--- src/rtl/cond_flag_unit.sv ---
// -----------------------------------------------------------------------------
// cond_flag_unit
//
// Condition-evaluation and NZCV status register for the ID stage. Holds the
// architectural flags and evaluates LANES 4-bit ARM condition fields against
// them every cycle. It also counts flag-setting instructions that have issued
// but not yet written NZCV back, and stalls issue of any predicated
// instruction that would otherwise read stale flags.
//
// Optional feature macro: FLAG_BYPASS_EN
//   defined   : sr_wdata is forwarded into condition evaluation in the cycle
//               it is written, so the sole in-flight setter's write-back cycle
//               does not stall.
//   undefined : evaluation always uses the registered sr.
//
// Parameters
//   LANES       number of condition fields evaluated per cycle
//   PEND_DEPTH  maximum in-flight flag setters (>= 1)
//   CNT_W       pending counter width (derived from PEND_DEPTH)
//
// Ports
//   clk            in   clock, rising edge
//   rst_n          in   asynchronous active-low reset
//   cond           in   condition fields, lane k at [4k+3:4k]
//   iss_valid      in   ID presents an instruction
//   iss_sets_flags in   presented instruction will write NZCV later
//   sr_we          in   EXE writes NZCV this cycle
//   sr_wdata       in   new NZCV value {N,Z,C,V}
//   flush          in   discard all in-flight flag setters
//   cCheck         out  per-lane condition pass
//   sr             out  architectural NZCV
//   stall          out  hold ID, instruction not accepted
//   pend_cnt       out  number of in-flight flag setters
//
// Issue handshake: iss_valid is the request and !stall is the ready. An
// instruction is accepted in exactly the cycle where iss_valid=1 and stall=0;
// when stall=1 the instruction is not taken and ID must present it again.
// stall may be high while iss_valid is low only never; both hazard and full
// terms are qualified by iss_valid.
// -----------------------------------------------------------------------------
module cond_flag_unit #(
    parameter int LANES      = 1,
    parameter int PEND_DEPTH = 2,
    parameter int CNT_W      = $clog2(PEND_DEPTH + 1)
) (
    input  logic               clk,
    input  logic               rst_n,
    input  logic [4*LANES-1:0] cond,
    input  logic               iss_valid,
    input  logic               iss_sets_flags,
    input  logic               sr_we,
    input  logic [3:0]         sr_wdata,
    input  logic               flush,
    output logic [LANES-1:0]   cCheck,
    output logic [3:0]         sr,
    output logic               stall,
    output logic [CNT_W-1:0]   pend_cnt
);

    localparam logic [CNT_W-1:0] DEPTH_C = CNT_W'(PEND_DEPTH);
    localparam logic [CNT_W-1:0] ONE_C   = CNT_W'(1);

    logic [3:0] eff_flags;
    logic       wb_release;
    logic       any_dep;
    logic       pend_nz;
    logic       hazard;
    logic       full;
    logic       accept;
    logic       inc;
    logic       dec;

    // Codes come in true/inverted pairs: c[3:1] selects the base test and
    // c[0] inverts it. Pair 111 (AL and 1111) always passes.
    function automatic logic eval_cond(input logic [3:0] c, input logic [3:0] f);
        logic n;
        logic z;
        logic cf;
        logic v;
        logic base;
        {n, z, cf, v} = f;
        case (c[3:1])
            3'd0:    base = z;
            3'd1:    base = cf;
            3'd2:    base = n;
            3'd3:    base = v;
            3'd4:    base = cf & ~z;
            3'd5:    base = n ~^ v;
            3'd6:    base = ~z & (n ~^ v);
            default: base = 1'b1;
        endcase
        return (c[3:1] == 3'b111) ? 1'b1 : (base ^ c[0]);
    endfunction

`ifdef FLAG_BYPASS_EN
    // The value being written this cycle is the freshest flag state.
    assign eff_flags  = sr_we ? sr_wdata : sr;
    // The only outstanding setter retires now and its result is forwarded.
    assign wb_release = sr_we & (pend_cnt == ONE_C);
`else
    assign eff_flags  = sr;
    assign wb_release = 1'b0;
`endif

    always_comb begin
        cCheck  = '0;
        any_dep = 1'b0;
        for (int k = 0; k < LANES; k++) begin
            cCheck[k] = eval_cond(cond[4*k +: 4], eff_flags);
            if (cond[4*k+1 +: 3] != 3'b111) begin
                any_dep = 1'b1;
            end
        end
    end

    assign pend_nz = (pend_cnt != '0);
    assign hazard  = iss_valid & any_dep & pend_nz & ~wb_release;
    // A write-back in the same cycle frees a slot, so a full counter only
    // blocks a new setter when nothing retires.
    assign full    = iss_valid & iss_sets_flags & (pend_cnt == DEPTH_C) & ~sr_we;
    assign stall   = hazard | full;
    assign accept  = iss_valid & ~stall;
    assign inc     = accept & iss_sets_flags;
    assign dec     = sr_we & pend_nz;

    // sr follows every write, including MSR-style writes with nothing pending
    // and writes that coincide with flush or stall.
    always_ff @(posedge clk or negedge rst_n) begin
        if (!rst_n) begin
            sr <= 4'b0000;
        end else if (sr_we) begin
            sr <= sr_wdata;
        end
    end

    always_ff @(posedge clk or negedge rst_n) begin
        if (!rst_n) begin
            pend_cnt <= '0;
        end else if (flush) begin
            pend_cnt <= '0;
        end else if (inc && !dec) begin
            pend_cnt <= pend_cnt + ONE_C;
        end else if (dec && !inc) begin
            pend_cnt <= pend_cnt - ONE_C;
        end
    end

endmodule

--- config.mk ---
export PLATFORM = sky130hd
export DESIGN_NAME = cond_flag_unit
export DESIGN_NICKNAME = d
export VERILOG_FILES = /design/src/rtl/cond_flag_unit.sv
export SDC_FILE = /design/constraint.sdc
export NUM_CORES = 1
export LEC_CHECK = 0
export ABC_AREA = 0
export CAP_MARGIN = 20
export CORE_AREA = 2 2 39 41
export DETAILED_ROUTE_END_ITERATION = 8
export DIE_AREA = 0 0 41 43
export HOLD_SLACK_MARGIN = 0.02
export PLACE_DENSITY = 0.73
export SYNTH_ARGS = -nofsm -noshare
export SYNTH_HDL_FRONTEND = slang
export SYNTH_SLANG_ARGS = --single-unit
--- constraint.sdc ---
create_clock -name clk -period 4 [get_ports clk]
set_clock_uncertainty 0.15 [all_clocks]
set_input_delay 0.6 -clock clk [delete_from_list [all_inputs] [get_ports clk]]
set_output_delay 0.6 -clock clk [all_outputs]
set_load 0.05 [all_outputs]
==> impl_metrics.sql <==
INSERT INTO impl_metrics (metric_group, metric, value, unit) VALUES
('cts', 'clkTransAtPathRegs', '50', 'ps'),
('worst_setup_path', 'critPathArrivalTime', '2730', 'ps'),
('cts', 'cts.repair_timing.setup_buffer_count', '0', ''),
('routing', 'total_iterations_of_the_first_detailed_routing_run', '2', ''),
('worst_setup_path', 'required', '3250', 'ps'),
('yosys', 'synth_seq_cells', '6', ''),
('worst_setup_path', 'timing.critical_path.mode_cell', 'sky130_fd_sc_hd__clkdlybuf4s50_1', ''),
('layout', 'layout.cells.most_common_list', '21 x sky130_fd_sc_hd__clkdlybuf4s50_1, 6 x sky130_fd_sc_hd__dfrtp_1, 4 x sky130_fd_sc_hd__mux2_2', ''),
('yosys', 'syn-cell-area', '495', 'µm²'),
('placed_design', 'place_ws', '534', 'ps'),
('outcome', 'status', 'completed', ''),
('timing', 'finalHoldViolCount', '0', ''),
('power', 'part_of_the_total_power_dissipated_in_combinational_logic', '39.7', '%'),
('layout', 'register_area', '150', 'µm²'),
('power', 'totalPowerFinal', '212', 'µW'),
('worst_setup_path', 'cp_cell_sequence', 'clkdlybuf4s50_1 > mux2i_1 > xor2_1 > a22oi_1 > and3b_1 > clkdlybuf4s50_1', ''),
('global_route', 'grt_use_met3', '4.71', '%'),
('yosys', 'ys.warnings.count', '0', ''),
('cts', 'clock_insertion_delay_worst_skew', '240', 'ps'),
('worst_setup_path', 'worst_setup_path_start_kind', 'input pin', ''),
('floorplan', 'num_io_pins', '22', ''),
('worst_setup_path', 'setup.worst_path.end_class', 'output pin', ''),
('placed_design', 'place.detailed.hpwl', '831', 'µm'),
('worst_setup_path', 'crit_path_top_delay_cell', 'sky130_fd_sc_hd__clkdlybuf4s50_1', ''),
('floorplan', 'core.rowCount', '14', ''),
('worst_hold_path', 'timing.hold.worst.class', 'in -> async', ''),
('timing', 'final_max_slew_viol_count', '0', ''),
('floorplan', 'die_area', '1760', 'µm²'),
('cts', 'cts_max_level', '1', ''),
('power', 'internal_power', '138', 'µW'),
('layout', 'finalNetCount', '84', ''),
('power', 'clockPowerShare', '25.9', '%'),
('worst_setup_path', 'worstSetupPathType', 'in -> out', ''),
('layout', 'ratio_of_cells_with_drive_above_1_in_the_final_layout', '20.6', '%'),
('global_route', 'groute.layer.met1.usage', '19.6', '%'),
('placed_design', 'placement.io_buffers', '21', ''),
('timing', 'setup-violations-final', '0', ''),
('placed_design', 'placed_cell_area', '702', 'µm²'),
('routing', 'avgRoutedWirePerCell', '12.7', 'µm'),
('timing', 'setup-tns-final', '0', 'ps'),
('cts', 'sinks_on_clock_net', '6', ''),
('cts', 'cts_tree', 'done', ''),
('worst_setup_path', 'crit_path_max_incr_delay', '790', 'ps'),
('routing', 'route.vias.total', '435', ''),
('yosys', 'sequential_share_of_the_synthesized_area', '30.3', '%'),
('worst_setup_path', 'cp_top_family', 'buffers and inverters', ''),
('global_route', 'overflow', '0', ''),
('cts', 'tritoncts.num_buffers', '3', ''),
('timing', 'final.setup.worst_slack', '522', 'ps'),
('timing', 'relSlewSlack', '66.7', '%'),
('global_route', 'antenna_found_initial', '0', ''),
('timing', 'timing.final.crit_share', '87.0', '%'),
('yosys', 'ys_types', '31', ''),
('yosys', 'mappedNetlistNets', '61', ''),
('global_route', 'grtUsageMet2', '20.0', '%'),
('layout', 'multiInputGateArea', '318', 'µm²'),
('worst_setup_path', 'crit_buf_inv', '2', ''),
('yosys', 'syn-instance-count', '47', ''),
('power', 'cellLeakagePower', '0.000284', 'µW'),
('cts', 'cts_repair_resize_count', '0', ''),
('placed_design', 'globalplace.congestion', '0.681', ''),
('routing', 'routed_via_density', '5.18', ''),
('routing', 'dr.first_iter.drc_count', '7', ''),
('floorplan', 'die_height', '43', 'µm'),
('global_route', 'grt-busiest-layer', 'met2', ''),
('cts', 'maximum_root_to_sink_buffer_count', '2', ''),
('cts', 'library_cell_used_as_clock_root_buffer', 'sky130_fd_sc_hd__clkbuf_4', ''),
('power', 'switchingPower', '73.9', 'µW'),
('cts', 'hold_buffers', '0', ''),
('timing', 'fmaxAchievable', '287', 'MHz'),
('yosys', 'mean_syn_cell_area', '10.5', 'µm²');
power groups by stage:
stage               combinational (µW)  sequential, µW  clock, µW
floorplan                         37.9            88.2          0
global placement                  83.6            73.8          0
detailed placement                84.5            73.9          0
CTS                               84.6            73.0       59.0
global route                      89.6            73.9       63.7
finish                            84.1            73.1       54.8
state kept, by name, indices dropped and copies added (netlist names):
name and count:
sr 4, pend_cnt 2
kinds of logic after synthesis:
group / Yosys count / synth area share [%]
and+or+nand+nor: 19 / 30.8
xor gates and xnor gates: 3 / 5.30
AOI/OAI and AO/OA: 8 / 12.9
DFF: 6 / 30.3
muxes: 7 / 15.2
buffers and inverters: 4 / 5.55
path summary, 6_finish.rpt:
check | end | depth (start not counted) | startpoint | slack [ps]
setup reg to reg | pend_cnt[0] | 4 | pend_cnt[0] | 2650
min in group clk | sr[3] | 1 | sr[3] | 440
hold reg to reg | sr[3] | 1 | sr[3] | 440
max in group asynchronous | sr[1] | 1 | rst_n | 3040
hold / removal | sr[2] | 1 | rst_n | 440
setup / recovery | cCheck | 6 | cond[2] | 520
through the flow:
step                util [%]  std cells
finish                  52.4         84
global route            52.4         84
floorplan                  -         47
global placement        50.7         81
detailed placement      50.7         81
CTS                     52.4         84
metal layers:
| layer | vias up | wire (µm) |
|---|---|---|
| li1 | 218 | - |
| met1 | 207 | 496 |
| met2 | 10 | 529 |
| met3 | 0 | 43 |
| met4 | 0 | 0 |
| met5 | - | 0 |
worst register-to-register path: stages, from the launching register on:
cell and delay, ps:
sky130_fd_sc_hd__dfrtp_1 520, sky130_fd_sc_hd__nor2_1 100, sky130_fd_sc_hd__a21oi_2 120, sky130_fd_sc_hd__mux2i_1 90, sky130_fd_sc_hd__nor4_1 270
layout make-up:
cell class | instances | area share (%)
Inverter | 1 | 0.518
Sequential cell | 6 | 20.7
Tap cell | 16 | 2.76
Timing Repair Buffer | 21 | 29.0
Clock buffer | 3 | 3.11
Multi-Input combinational cell | 37 | 43.9
synth_stat cells:
cell type                   number  share of area [%]
sky130_fd_sc_hd__o221a_2         1                2.3
sky130_fd_sc_hd__dfrtp_1         6                 30
sky130_fd_sc_hd__buf_4           1                1.5
sky130_fd_sc_hd__o21ai_0         1                1.0
sky130_fd_sc_hd__nor4_1          1                1.3
sky130_fd_sc_hd__nand4_1         1                1.3
sky130_fd_sc_hd__nor2b_1         2                2.5
sky130_fd_sc_hd__nand3_1         1                1.0
sky130_fd_sc_hd__nor2_1          3                2.3
sky130_fd_sc_hd__inv_1           1               0.76
sky130_fd_sc_hd__nand2_1         1               0.76
sky130_fd_sc_hd__a31oi_1         1                1.3
sky130_fd_sc_hd__a21oi_2         1                1.8
sky130_fd_sc_hd__nand3_2         1                2.0
sky130_fd_sc_hd__mux2i_1         3                6.1
sky130_fd_sc_hd__and3_1          1                1.3
sky130_fd_sc_hd__and3b_1         1                1.8
sky130_fd_sc_hd__buf_2           1                1.0
sky130_fd_sc_hd__nand2b_4        1                2.8
sky130_fd_sc_hd__nor4b_2         1                3.0
sky130_fd_sc_hd__nor4bb_4        1                5.0
sky130_fd_sc_hd__xnor2_1         1                1.8
sky130_fd_sc_hd__a22oi_1         1                1.5
sky130_fd_sc_hd__mux2_2          4                9.1
sky130_fd_sc_hd__nor3b_1         2                3.0
sky130_fd_sc_hd__a21oi_1         2                2.0
sky130_fd_sc_hd__and2_1          1                1.3
sky130_fd_sc_hd__a2111oi_2       1                3.0
sky130_fd_sc_hd__nand3b_1        1                1.5
sky130_fd_sc_hd__xor2_1          2                3.5
sky130_fd_sc_hd__buf_6           1                2.3
No activity file was read; power rests on OpenSTA's default activity.
